## config.mk

```make
export PLATFORM = sky130hd
export DESIGN_NAME = cpu_if_queue
export DESIGN_NICKNAME = d
export VERILOG_FILES = /design/src/rtl/cpu_if_queue.sv
export SDC_FILE = /design/constraint.sdc
export NUM_CORES = 1
export LEC_CHECK = 0
export ABC_AREA = 1
export BUFFER_PORTS_ARGS = -buffer_cell sky130_fd_sc_hd__buf_2
export CORE_UTILIZATION = 59
export DETAILED_ROUTE_END_ITERATION = 8
export PLACE_DENSITY_LB_ADDON = 0.2
export SYNTH_ARGS = -nofsm -noshare
export SYNTH_HDL_FRONTEND = slang
export SYNTH_SLANG_ARGS = --single-unit
```

## constraint.sdc

```tcl
create_clock -name clk -period 21.1 [get_ports clk]
set_clock_uncertainty 0.1 [all_clocks]
set_input_delay 2.11 -clock clk [delete_from_list [all_inputs] [get_ports clk]]
set_output_delay 2.11 -clock clk [all_outputs]
set_load 0.005 [all_outputs]
```

## src/rtl/cpu_if_queue.sv

```systemverilog
// cpu_if_queue: instruction-fetch stage with a decoupling instruction queue.
//
// The fetch PC goes straight to the I-cache. A hit in the same cycle returns a
// word in memory byte order. That word is byte-swapped into RISC-V order and
// pushed into a DEPTH-entry queue together with its PC and a predicted-taken
// flag. The decoder pops the queue over a valid/ready handshake.
//
// JAL is redirected inside fetch with no bubble. A branch or JALR halts fetch
// until execute supplies the resolved target on redirect_valid/redirect_pc.
//
// Ports:
//   clk, rst        clock, synchronous active-high reset
//   rdy             global enable; when low, all state holds
//   icache_req/pc   fetch request and word-aligned fetch PC
//   icache_hit/inst same-cycle hit and raw word (byte 0 in [31:24])
//   redirect_*      execute redirect (branch/JALR resolution or flush)
//   out_*           queue head to the decoder (valid/ready handshake)
//
// State  | meaning
// RUN    | fetch active, a word is pushed on every hit with room in the queue
// HALT   | branch/JALR fetched, waiting for the execute redirect

module cpu_if_queue #(
    parameter int                 ADDR_W   = 32,
    parameter int                 DEPTH    = 4,
    parameter logic [ADDR_W-1:0]  RESET_PC = '0
) (
    input  logic              clk,
    input  logic              rst,
    input  logic              rdy,
    output logic              icache_req,
    output logic [ADDR_W-1:0] icache_pc,
    input  logic              icache_hit,
    input  logic [31:0]       icache_inst,
    input  logic              redirect_valid,
    input  logic [ADDR_W-1:0] redirect_pc,
    output logic              out_valid,
    input  logic              out_ready,
    output logic [ADDR_W-1:0] out_pc,
    output logic [31:0]       out_inst,
    output logic              out_pred_taken
);

    localparam int          PTR_W = $clog2(DEPTH);
    localparam int          CNT_W = PTR_W + 1;
    localparam logic [31:0] NOP   = 32'h0000_0013;

    localparam logic [6:0] OP_JAL    = 7'b1101111;
    localparam logic [6:0] OP_BRANCH = 7'b1100011;
    localparam logic [6:0] OP_JALR   = 7'b1100111;

    localparam logic [ADDR_W-1:0] ALIGN_MASK = ~ADDR_W'(3);

    typedef enum logic {
        RUN  = 1'b0,
        HALT = 1'b1
    } state_e;

    state_e             state_q, state_d;
    logic [ADDR_W-1:0]  pc_q, pc_d;
    logic [PTR_W-1:0]   wptr_q, wptr_d;
    logic [PTR_W-1:0]   rptr_q, rptr_d;
    logic [CNT_W-1:0]   cnt_q, cnt_d;

    logic [ADDR_W-1:0]  mem_pc_q   [DEPTH];
    logic [31:0]        mem_inst_q [DEPTH];
    logic               mem_pred_q [DEPTH];

    logic [31:0]        inst_sw;
    logic [6:0]         opcode;
    logic               is_jal;
    logic               is_halt_op;
    logic [20:0]        jal_imm;
    logic [ADDR_W-1:0]  jal_tgt;
    logic               full;
    logic               running;
    logic               deq;
    logic               fire;
    logic               wr_en;

    assign inst_sw    = {icache_inst[7:0], icache_inst[15:8],
                         icache_inst[23:16], icache_inst[31:24]};
    assign opcode     = inst_sw[6:0];
    assign is_jal     = (opcode == OP_JAL);
    assign is_halt_op = (opcode == OP_BRANCH) || (opcode == OP_JALR);

    assign jal_imm = {inst_sw[31], inst_sw[19:12], inst_sw[20], inst_sw[30:21], 1'b0};
    // Target is re-aligned so icache_pc never carries low address bits.
    assign jal_tgt = (pc_q + {{(ADDR_W-21){jal_imm[20]}}, jal_imm}) & ALIGN_MASK;

    assign full    = (cnt_q == CNT_W'(DEPTH));
    assign running = (state_q == RUN);

    assign out_valid = rdy && (cnt_q != '0);
    assign deq       = out_valid && out_ready;
    // A full queue still accepts a push when the head leaves the same cycle.
    assign fire      = rdy && running && icache_hit && (!full || deq);
    // A redirect discards any same-cycle push.
    assign wr_en     = fire && !redirect_valid;

    assign icache_req     = rdy && running && !rst;
    assign icache_pc      = pc_q;
    assign out_pc         = mem_pc_q[rptr_q];
    assign out_inst       = out_valid ? mem_inst_q[rptr_q] : NOP;
    assign out_pred_taken = out_valid && mem_pred_q[rptr_q];

    always_comb begin
        state_d = state_q;
        pc_d    = pc_q;
        wptr_d  = wptr_q;
        rptr_d  = rptr_q;
        cnt_d   = cnt_q;
        if (rdy) begin
            if (redirect_valid) begin
                state_d = RUN;
                pc_d    = redirect_pc & ALIGN_MASK;
                wptr_d  = '0;
                rptr_d  = '0;
                cnt_d   = '0;
            end else begin
                if (fire) begin
                    wptr_d = wptr_q + PTR_W'(1);
                    if (is_jal) begin
                        pc_d = jal_tgt;
                    end else begin
                        pc_d = pc_q + ADDR_W'(4);
                    end
                    if (is_halt_op) begin
                        state_d = HALT;
                    end
                end
                if (deq) begin
                    rptr_d = rptr_q + PTR_W'(1);
                end
                if (fire && !deq) begin
                    cnt_d = cnt_q + CNT_W'(1);
                end else if (deq && !fire) begin
                    cnt_d = cnt_q - CNT_W'(1);
                end
            end
        end
    end

    always_ff @(posedge clk) begin
        if (rst) begin
            state_q <= RUN;
            pc_q    <= RESET_PC & ALIGN_MASK;
            wptr_q  <= '0;
            rptr_q  <= '0;
            cnt_q   <= '0;
            for (int i = 0; i < DEPTH; i++) begin
                mem_pc_q[i]   <= '0;
                mem_inst_q[i] <= NOP;
                mem_pred_q[i] <= 1'b0;
            end
        end else begin
            state_q <= state_d;
            pc_q    <= pc_d;
            wptr_q  <= wptr_d;
            rptr_q  <= rptr_d;
            cnt_q   <= cnt_d;
            if (wr_en) begin
                mem_pc_q[wptr_q]   <= pc_q;
                mem_inst_q[wptr_q] <= inst_sw;
                mem_pred_q[wptr_q] <= is_jal;
            end
        end
    end

endmodule

```

# After elaboration in Yosys (flattened, before gate mapping)
# Memories as Yosys holds them, arrays and structs flattened. A register that Yosys moved wholly into a read port is not among the register bits.
# Index checks and enable logic that the tools add are counted.
# Widths: inputs -> output; s select.
# op_classes
eq_ne	4
n_reduce_logical	29
muxes	34
n_addsub	6
bitwise_logic	1
# op_table
cell	count
$mux 32	6
$reduce_or 32->1	2
$add 32x3->32 const B	1
$add 32x32->32	1
$mux 2	13
$eq 7x7->1 const B	3
$mux 1	12
$logic_and 1x1->1	10
$mux 3	3
$reduce_and 2->1	3
$reduce_bool 2->1	3
$reduce_bool 3->1	2
$logic_not 1->1	5
$add 2x1->2 const B	2
$add 3x1->3 const B	1
$eq 3x3->1 const B	1
$reduce_and 3->1	1
$sub 3x1->3 const B	1
$logic_or 1x1->1	2
$not 1->1	1
$reduce_or 1->1	1
# totals
mem_bits_rw	260
regBits	40
elab_cells	82
mem_count	3
in_bits	70
output_inout_bits	99
# memory_table
name	depth	word_bits	rd	rd_clocked_by_memory_dff	write_ports	line_no	source
mem_inst_q	4	32	1	1	4	66	logic [31:0] mem_inst_q [DEPTH];
mem_pc_q	4	32	1	1	4	65	logic [ADDR_W-1:0] mem_pc_q [DEPTH];
mem_pred_q	4	1	1	1	4	67	logic mem_pred_q [DEPTH];

# Depth between registers and ports, before layout
# Gate-level depths: netlist of run 1.
# depth
word_depth	11
mapped_depth	14
mapped_depth_nobuf	14

# Worst setup path after synthesis of run 1
# Ideal clock, no wire load.
# synth_timing
path_kind	input-to-reg
startpoint	input port rdy
endpoint	memory mem_inst_q[3][0], enable pin
path_buffers	0
stages	6
setup_ps	581
t_arrival_ps	7529
required_ps	20419
path_slack_ps	12890
path_cell_list	inv_1 a21oi_4 nand2_2 a31oi_2 nand2_2 o31ai_1
# synth_rtl
element	line_no	source
start: declaration	30	input logic rdy,
end: declaration	66	

# Final worst setup path of run 1
# layout_timing
startpoint	input port rdy
endpoint	output port out_inst[12]
# layout_via
elab_chain_len	2
# layout_rtl
element	line_no	source
$logic_and 1x1->1	94	assign out_valid = rdy && (cnt_q != '0);
$mux 32	104	assign out_inst = out_valid ? mem_inst_q[rptr_q] : NOP;
end: declaration	40	output logic [31:0] out_inst,
# No other way between the ends.

==> metrics.txt, run 1 <==
ranking of synthesized cells by area=edfxtp_1 (48%), nor2_1 (12%), nand2_1 (7.4%); Nets=2181; Tcrit/Tclk final=27.57%; Worst R2R Setup Slack=17.53 ns; 1st-iter DRT viols=1532; Crit path depth=7; Cells after Synth=1955; Final Cell Area=18080 µm²; total wire length=45630 µm; Placer Congestion=0.9490; Boundary Pins=169; FFs w/ async S/R, synth=0%; Peak Freq=171.9 MHz; Worst EP required=18.89 ns; clk root buf=clkbuf_16; Crit path max-delay family=buffers and inverters; worst r2r dst=mem_pc_q[0][15]; min-delay src=rptr_q[1]; H-tree depth=1; crit-path max FO=17; Setup WS pre-CTS=15.35 ns; syn_area_per_cell=8.189 µm²; antenna-violating nets left=0; Worst Setup SP=rdy; sequential area share after synthesis=53.02%; fin crit period=5.818 ns; RSZ-0062 raised after global routing=false; Crit-path slowest cell=inv_1; GRT Total Usage=32.97%; first-pass GRT wire length=71250 µm; Synth warnings=0; chip height=166.7 µm; Hold Fails Final Rpt=0; critical path startpoint category=primary input; crit-path max cell delay=0.36 ns; clock buffer depth=3; Synth Register Bits=296; total CTS buffers=30; # port buffers=164; post-DP HPWL=29660 µm; Slew HR=35.63%; Rows=59; placed inst area=17030 µm²; Synth Cell Area=16010 µm²; FILL cells=2102; GRT Residual Overflow=0; CTS tree=done; DR WL/cell=18.72 µm; Slew Viols, Final=0; maxcap violations=0; drt pass-1 iters=5; setup violators final=0; Antenna Diode Count=0; Worst Reg-to-Reg Cells=10; die area=27800 µm²; Leakage Power=7.559 nW; WP buf/inv=5; Final WS setup=15.28 ns; post-synth top area share=48.02%; Worst VDD drop=0.05744 mV; RR Startpoint=cnt_q[2]; initial antenna violation count=0; DR vias/cell=5.750; insertion delay to the later sink of the worst-skew pair=0.56 ns; CTS clk-pin slew, worst paths=0.06 ns; hold buffers post-CTS=0; PwrDens=78.14 nW/µm²; Area Growth Syn to Fin=12.92%; worst hold-check path type=reg -> reg; status=finished clean; largest net degree at the start of global routing=93; crit end category=output pin; minimum hold slack=0.3633 ns; Yosys cell types=44; Worst Setup EP=out_inst[12]; worst slew pin tran=0.9655 ns; CTS sink cnt=296; crit path cell chain=buf_2 -> inv_1 -> a21oi_4 -> inv_1 -> buf_4 -> a21oi_1 -> buf_2; number of global-route vias before repair=13370; post-CTS sizing=0; area of the core=26350 µm²; crit path kind=in -> out; Main synth FF type=edfxtp_1; Setup Buffers After CTS=0; via count=14019; setup TNS=0 ns; Die W=166.7 µm; Initial Utilization=60.75%; Post-synth EDFFs=256; post-synth top area cell=edfxtp_1; CP arrival=3.61 ns; residual DRC count=0; share of layout cells above drive strength 1=13.03%
[layout by cell type, fill, tap and decap left out, types with 7 or more instances in the layout]
cell type  synthesis  routed
a21oi_1          117     117
buf_2             12     164
buf_4              3      19
clkbuf_16          0      31
clkinv_1           2       9
conb_1             2       7
dfxtp_1           40      38
edfxtp_1         256     256
ha_1              30      30
inv_1            170     169
inv_2             13      13
nand2_1          317     314
nand3_1           66      66
nand4_1           11      11
nor2_1           511     511
nor2_4            10      10
nor3_1            55      55
o21ai_0          167     167
o22ai_1           31      31
xor2_1            15      15
[cell type report]
class,count,area (µm²),share of cell area (%)
clock buffers,35,810.8,4.485
clock inverters,21,237.7,1.315
inverters,186,701.9,3.883
multi-input cells,1382,6451,35.69
flip-flops and latches,296,8493,46.98
well taps,335,419.2,2.319
repair buffers,183,963.4,5.329
[state kept, by name (all words and copies together) (netlist names), named ones only]
signal	cells
icache_pc	30
state_q	1
mem_pc_q	124
cnt_q	3
wptr_q	2
mem_inst_q	128
mem_pred_q	4
rptr_q	2
[per-stage QoR]
stage               util [%]  power [mW]  std cells
floorplan                  -      0.7985       1960
global placement       64.62      0.8591       2382
detailed placement     64.62      0.8632       2382
CTS                    68.59       1.411       2438
global route           68.59       1.457       2438
finish                 68.59       1.413       2438
[synthesized netlist by cell type, types with 2 or more instances]
cell type and number:
a211oi_1 2, a21oi_1 117, a311oi_1 2, buf_1 4, buf_2 12, buf_4 3, buf_6 3, clkbuf_1 74
clkinv_1 2, conb_1 2, dfxtp_1 40, edfxtp_1 256, fa_1 2, ha_1 30, inv_1 170, inv_2 13
nand2_1 317, nand2_2 2, nand3_1 66, nand3b_1 6, nand4_1 11, nor2_1 511, nor2_2 2, nor2_4 10
nor3_1 55, o211ai_1 3, o21a_1 2, o21ai_0 167, o21bai_1 4, o22ai_1 31, o311ai_0 3, o31ai_1 2
or2_2 5, xnor2_1 2, xor2_1 15
[per-layer routing]
metal  track usage, %  up-vias  share of wire (%)
met2            52.87      715                 46
li1                 -     6720                  -
met4            9.622        0                2.3
met5                0        -                  0
met3            4.278       78                9.5
met1            47.11     6506                 42
[where the power goes]
| part | internal [mW] | leakage (nW) | switching (mW) |
|---|---|---|---|
| Sequential | 0.659 | 2.94 | 0.0194 |
| Combinational | 0.0543 | 4.10 | 0.122 |
| Clock | 0.336 | 0.515 | 0.221 |
| Total | 1.05 | 7.56 | 0.363 |
[how the worst min path moves through the flow]
stage,depth (start not counted),slack (ns),end
after floorplan,1,0.31,register
after global placement,1,0.32,register
after detailed placement,1,0.32,register
after CTS,1,0.36,register
after global routing,1,0.38,register
final,1,0.36,register
[worst register-to-register path: cells and delay by family (launching register included)]
family | cells | cell delay [ns]
buffers and inverters | 3 | 1.05
and+or+nand+nor | 5 | 1.05
AOI/OAI and AO/OA | 2 | 0.53
DFF | 1 | 0.42
[cells by family after synthesis]
| kind of cell | Yosys count | share of synthesized area (%) |
|---|---|---|
| AND/OR/NAND/NOR | 988 | 25.19 |
| AO/OA/AOI/OAI | 338 | 11.29 |
| XOR/XNOR | 17 | 0.9301 |
| other | 2 | 0.04691 |
| adder cells (fa/ha/maj) | 32 | 2.595 |
| flip-flops | 296 | 53.02 |
| buffers and inverters | 282 | 6.932 |
No activity file was read; power rests on OpenSTA's default activity.
==> run 2: changes to the inputs <==
ABC_AREA = 0   (was 1)
CORE_UTILIZATION = 54   (was 59)
clock period = 4.85 ns   (was 21.1 ns; I/O delays follow)
==> metrics.txt, run 2 <==
Synth Register Bits=296 (unchanged); antenna-violating nets left=0 (unchanged); crit path kind=reg -> reg; drt pass-1 iters=5 (unchanged); mux contribution to synthesized area=9.642% (+9.6 points); sequential area share after synthesis=54.87% (+1.9 points); post-CTS sizing=0 (unchanged); Storage cell area=8493 µm² (unchanged); DR vias/cell=5.980 (+4.0%); critical path startpoint category=register; Rows=61 (+3.4%); Slew Viols, Final=0 (unchanged); setup violators final=0 (unchanged); crit end category=register; Hold EP=icache_pc[21]; clk root buf=clkbuf_16; Post-Synth XOR/XNOR Area=2.208% (+1.3 points); Leakage Power=6.875 nW (-9.0%); post-synth top area cell=edfxtp_1; part of the power in registers=49.2% (+1.2 points); worst slew pin tran=1.055 ns (+0.08984 ns); clock buffer depth=3 (unchanged); first-pass GRT wire length=61150 µm (-14%); hold depth=3 (+2); GRT Residual Overflow=0 (unchanged); Nets=1497 (-31%); PwrDens=340.4 nW/µm² (+340%); DR WL/cell=22.32 µm (+19%); Gate power share=10.0% (-2.5 points); Simple-Gate Fraction of Synth Area=19.14% (-6.1 points); total wire length=40160 µm (-12%); Clock power frac=40.7% (+1.3 points); CTS tree=done; Largest register FFs=128 (unchanged); Boundary Pins=169 (unchanged); min-delay src=redirect_pc[21]; Area Growth Syn to Fin=14.04%; Worst EP required=5.23 ns (-13.66 ns); most numerous cell in the Yosys netlist=edfxtp_1; insertion delay to the later sink of the worst-skew pair=0.57 ns (about the same); Synth warnings=0 (unchanged); Worst Reg-to-Reg Cells=10 (unchanged); largest family of logic cells by synthesized area=simple AND/OR/NAND/NOR gates; setup TNS=0 ns (unchanged); Post-synth EDFFs=256 (unchanged); 1st-iter DRT viols=926 (-40%); Crit path max-delay family=compound AO/OA/AOI/OAI gates; via count=10758 (-23%); Crit-path slowest cell=dfxtp_1; Largest Register=mem_inst_q; commonest cells after routing, fill and taps aside=edfxtp_1 (256), and2_1 (203), buf_2 (164), nand2_1 (67), mux4_2 (64); CTS sink cnt=296 (unchanged); Synth Cell Area=15470 µm² (-3.4%); syn_area_per_cell=12.27 µm² (+50%); switching power=1.438 mW (+300%); hold buffers post-CTS=0 (unchanged); worst hold-check path type=in -> reg; commonest cells in the synthesized netlist=edfxtp_1 (256), and2_1 (203), nand2_1 (67); post-synth top area share=49.70% (+1.7 points); CTS clk-pin slew, worst paths=0.07 ns (about the same); Placer Congestion=0.9300 (-2.0%); most common cell after layout, fill and taps aside=edfxtp_1; cell mode on critical path=o21ai_2; post-DP HPWL=25020 µm (-16%); total CTS buffers=31 (+3.3%); Slew HR=29.00% (-6.6 points); residual DRC count=0 (unchanged); crit path cell chain=inv_1 -> fa_1 -> nor2b_1 -> o21ai_1 -> a2111oi_4 -> o21ai_2 -> o21ai_2 -> mux2i_1 -> or3_1 -> a31oi_1; Setup Buffers After CTS=0 (unchanged); Initial Utilization=55.22% (-5.5 points); area of the core=28010 µm² (+6.3%); Yosys cell types=73 (+66%); Die W=171.3 µm (+2.7%); WP buf/inv=1 (-4); crit-path max FO=10 (-7); Cells after Synth=1261 (-35%); Tcrit/Tclk final=70.34%; CP arrival=3.80 ns (+0.19 ns); chip height=171.3 µm (+2.7%); fin util=62.98% (-5.6 points); # port buffers=164 (unchanged); status=finished clean; GRT Total Usage=27.93% (-5.0 points); H-tree depth=1 (unchanged); ranking of synthesized cells by area=edfxtp_1 (50%), mux4_2 (9.3%), and2_1 (8.2%); FILL cells=2227 (+5.9%); RSZ-0062 raised after global routing=false; Sw Share=23.95% (-1.8 points); die area=29330 µm² (+5.5%); Peak Freq=293.1 MHz; maxcap violations=0 (unchanged); RR Startpoint=icache_pc[2]; number of global-route vias before repair=10501 (-21%); Worst VDD drop=0.2293 mV (+300%); Hold Fails Final Rpt=0 (unchanged); share of layout cells above drive strength 1=23.03% (+10 points); crit-path max cell delay=0.56 ns (+0.20 ns); worst r2r dst=icache_pc[31]; P_int=4.566 mW (+340%); area of the multi-input gates=6529 µm² (+1.2%); largest net degree at the start of global routing=71 (-24%); Worst R2R Setup Slack=1.44 ns (-16.09 ns); Main synth FF type=edfxtp_1; Adder-Cell Fraction of Synth Area=2.685% (+0.091 points); FFs w/ async S/R, synth=0% (unchanged); fin crit period=3.412 ns; Synth Area in Compound Gates=8.105% (-3.2 points); initial antenna violation count=1 (+1)
[run 2: cell types whose count changed after synthesis, moves of 25 or more]
| cell | previous run | this run |
|---|---|---|
| a21oi_1 | 117 | 50 |
| and2_1 | 1 | 203 |
| and3_1 | 0 | 62 |
| inv_1 | 170 | 17 |
| mux4_2 | 0 | 64 |
| nand2_1 | 317 | 67 |
| nand3_1 | 66 | 29 |
| nor2_1 | 511 | 60 |
| nor3_1 | 55 | 19 |
| o21ai_0 | 167 | 37 |
| o22ai_1 | 31 | 6 |
[run 2: cell type report]
cell class              instances  area share (%)
flip-flops and latches        296           48.15
inverters                      18          0.3830
multi-input cells             861           37.01
diodes                          1         0.01419
clock inverters                19           1.298
repair buffers                187           5.844
well taps                     378           2.681
clock buffers                  39           4.624
[run 2: routing by layer]
layer  vias to the layer above  wire length [µm]  GRT usage [%]
met2                       388             19330          46.55
met5                         -                12              0
met4                         2              1020          7.880
li1                       4958                 -              -
met3                        63              2741          4.119
met1                      5347             17050          38.21
[run 2: power by group through the flow]
stage,registers (mW),logic (mW),clock network (mW)
final,2.95,0.603,2.45
after global routing,2.97,0.659,2.57
after CTS,2.95,0.604,2.47
after detailed placement,3.01,0.601,0
after global placement,3.00,0.594,0
after floorplan,2.96,0.402,0
[run 2: worst max-delay path by stage]
stage                              start          endpoint  slack [ns]  cells past startpoint
after CTS                   icache_pc[2]     icache_pc[31]        1.45                     10
after detailed placement    icache_pc[2]     icache_pc[31]        1.48                     10
after floorplan               icache_hit  mem_inst_q[0][0]        1.62                      8
after global placement    icache_inst[1]     icache_pc[30]        1.49                     10
after global routing        icache_pc[2]     icache_pc[31]        1.15                     10
final                       icache_pc[2]     icache_pc[31]        1.44                     10
[run 2: cell families (layout without fill, tap and decap cells)]
kind of cell               count (synthesis)  count (layout)
and+or+nand+nor                          522             522
DFF                                      296             296
AOI/OAI and AO/OA                        192             192
buffers and inverters                    109             263
muxes                                     69              69
xor gates and xnor gates                  39              39
adders and majority gates                 32              32
other                                      2               8
[run 2: worst min-delay path: stages]
cell,delay [ns]
buf_2,0.09
o21ai_0,0.07
o32ai_1,0.09
[run 2: metrics by stage]
step | power (mW) | hold WS [ns] | instances | setup slack [ns] | cell area, µm²
2_1_floorplan | 3.366 | 0.3581 | 1266 | 1.617 | 15490
6_report | 6.004 | 0.1185 | 1799 | 1.438 | 17640
5_1_grt | 6.199 | 0.1241 | 1798 | 1.155 | 17640
3_5_place_dp | 3.610 | 0.4020 | 1740 | 1.478 | 16590
3_3_place_gp | 3.598 | 0.3789 | 1740 | 1.493 | 16590
4_1_cts | 6.032 | 0.1064 | 1798 | 1.452 | 17640
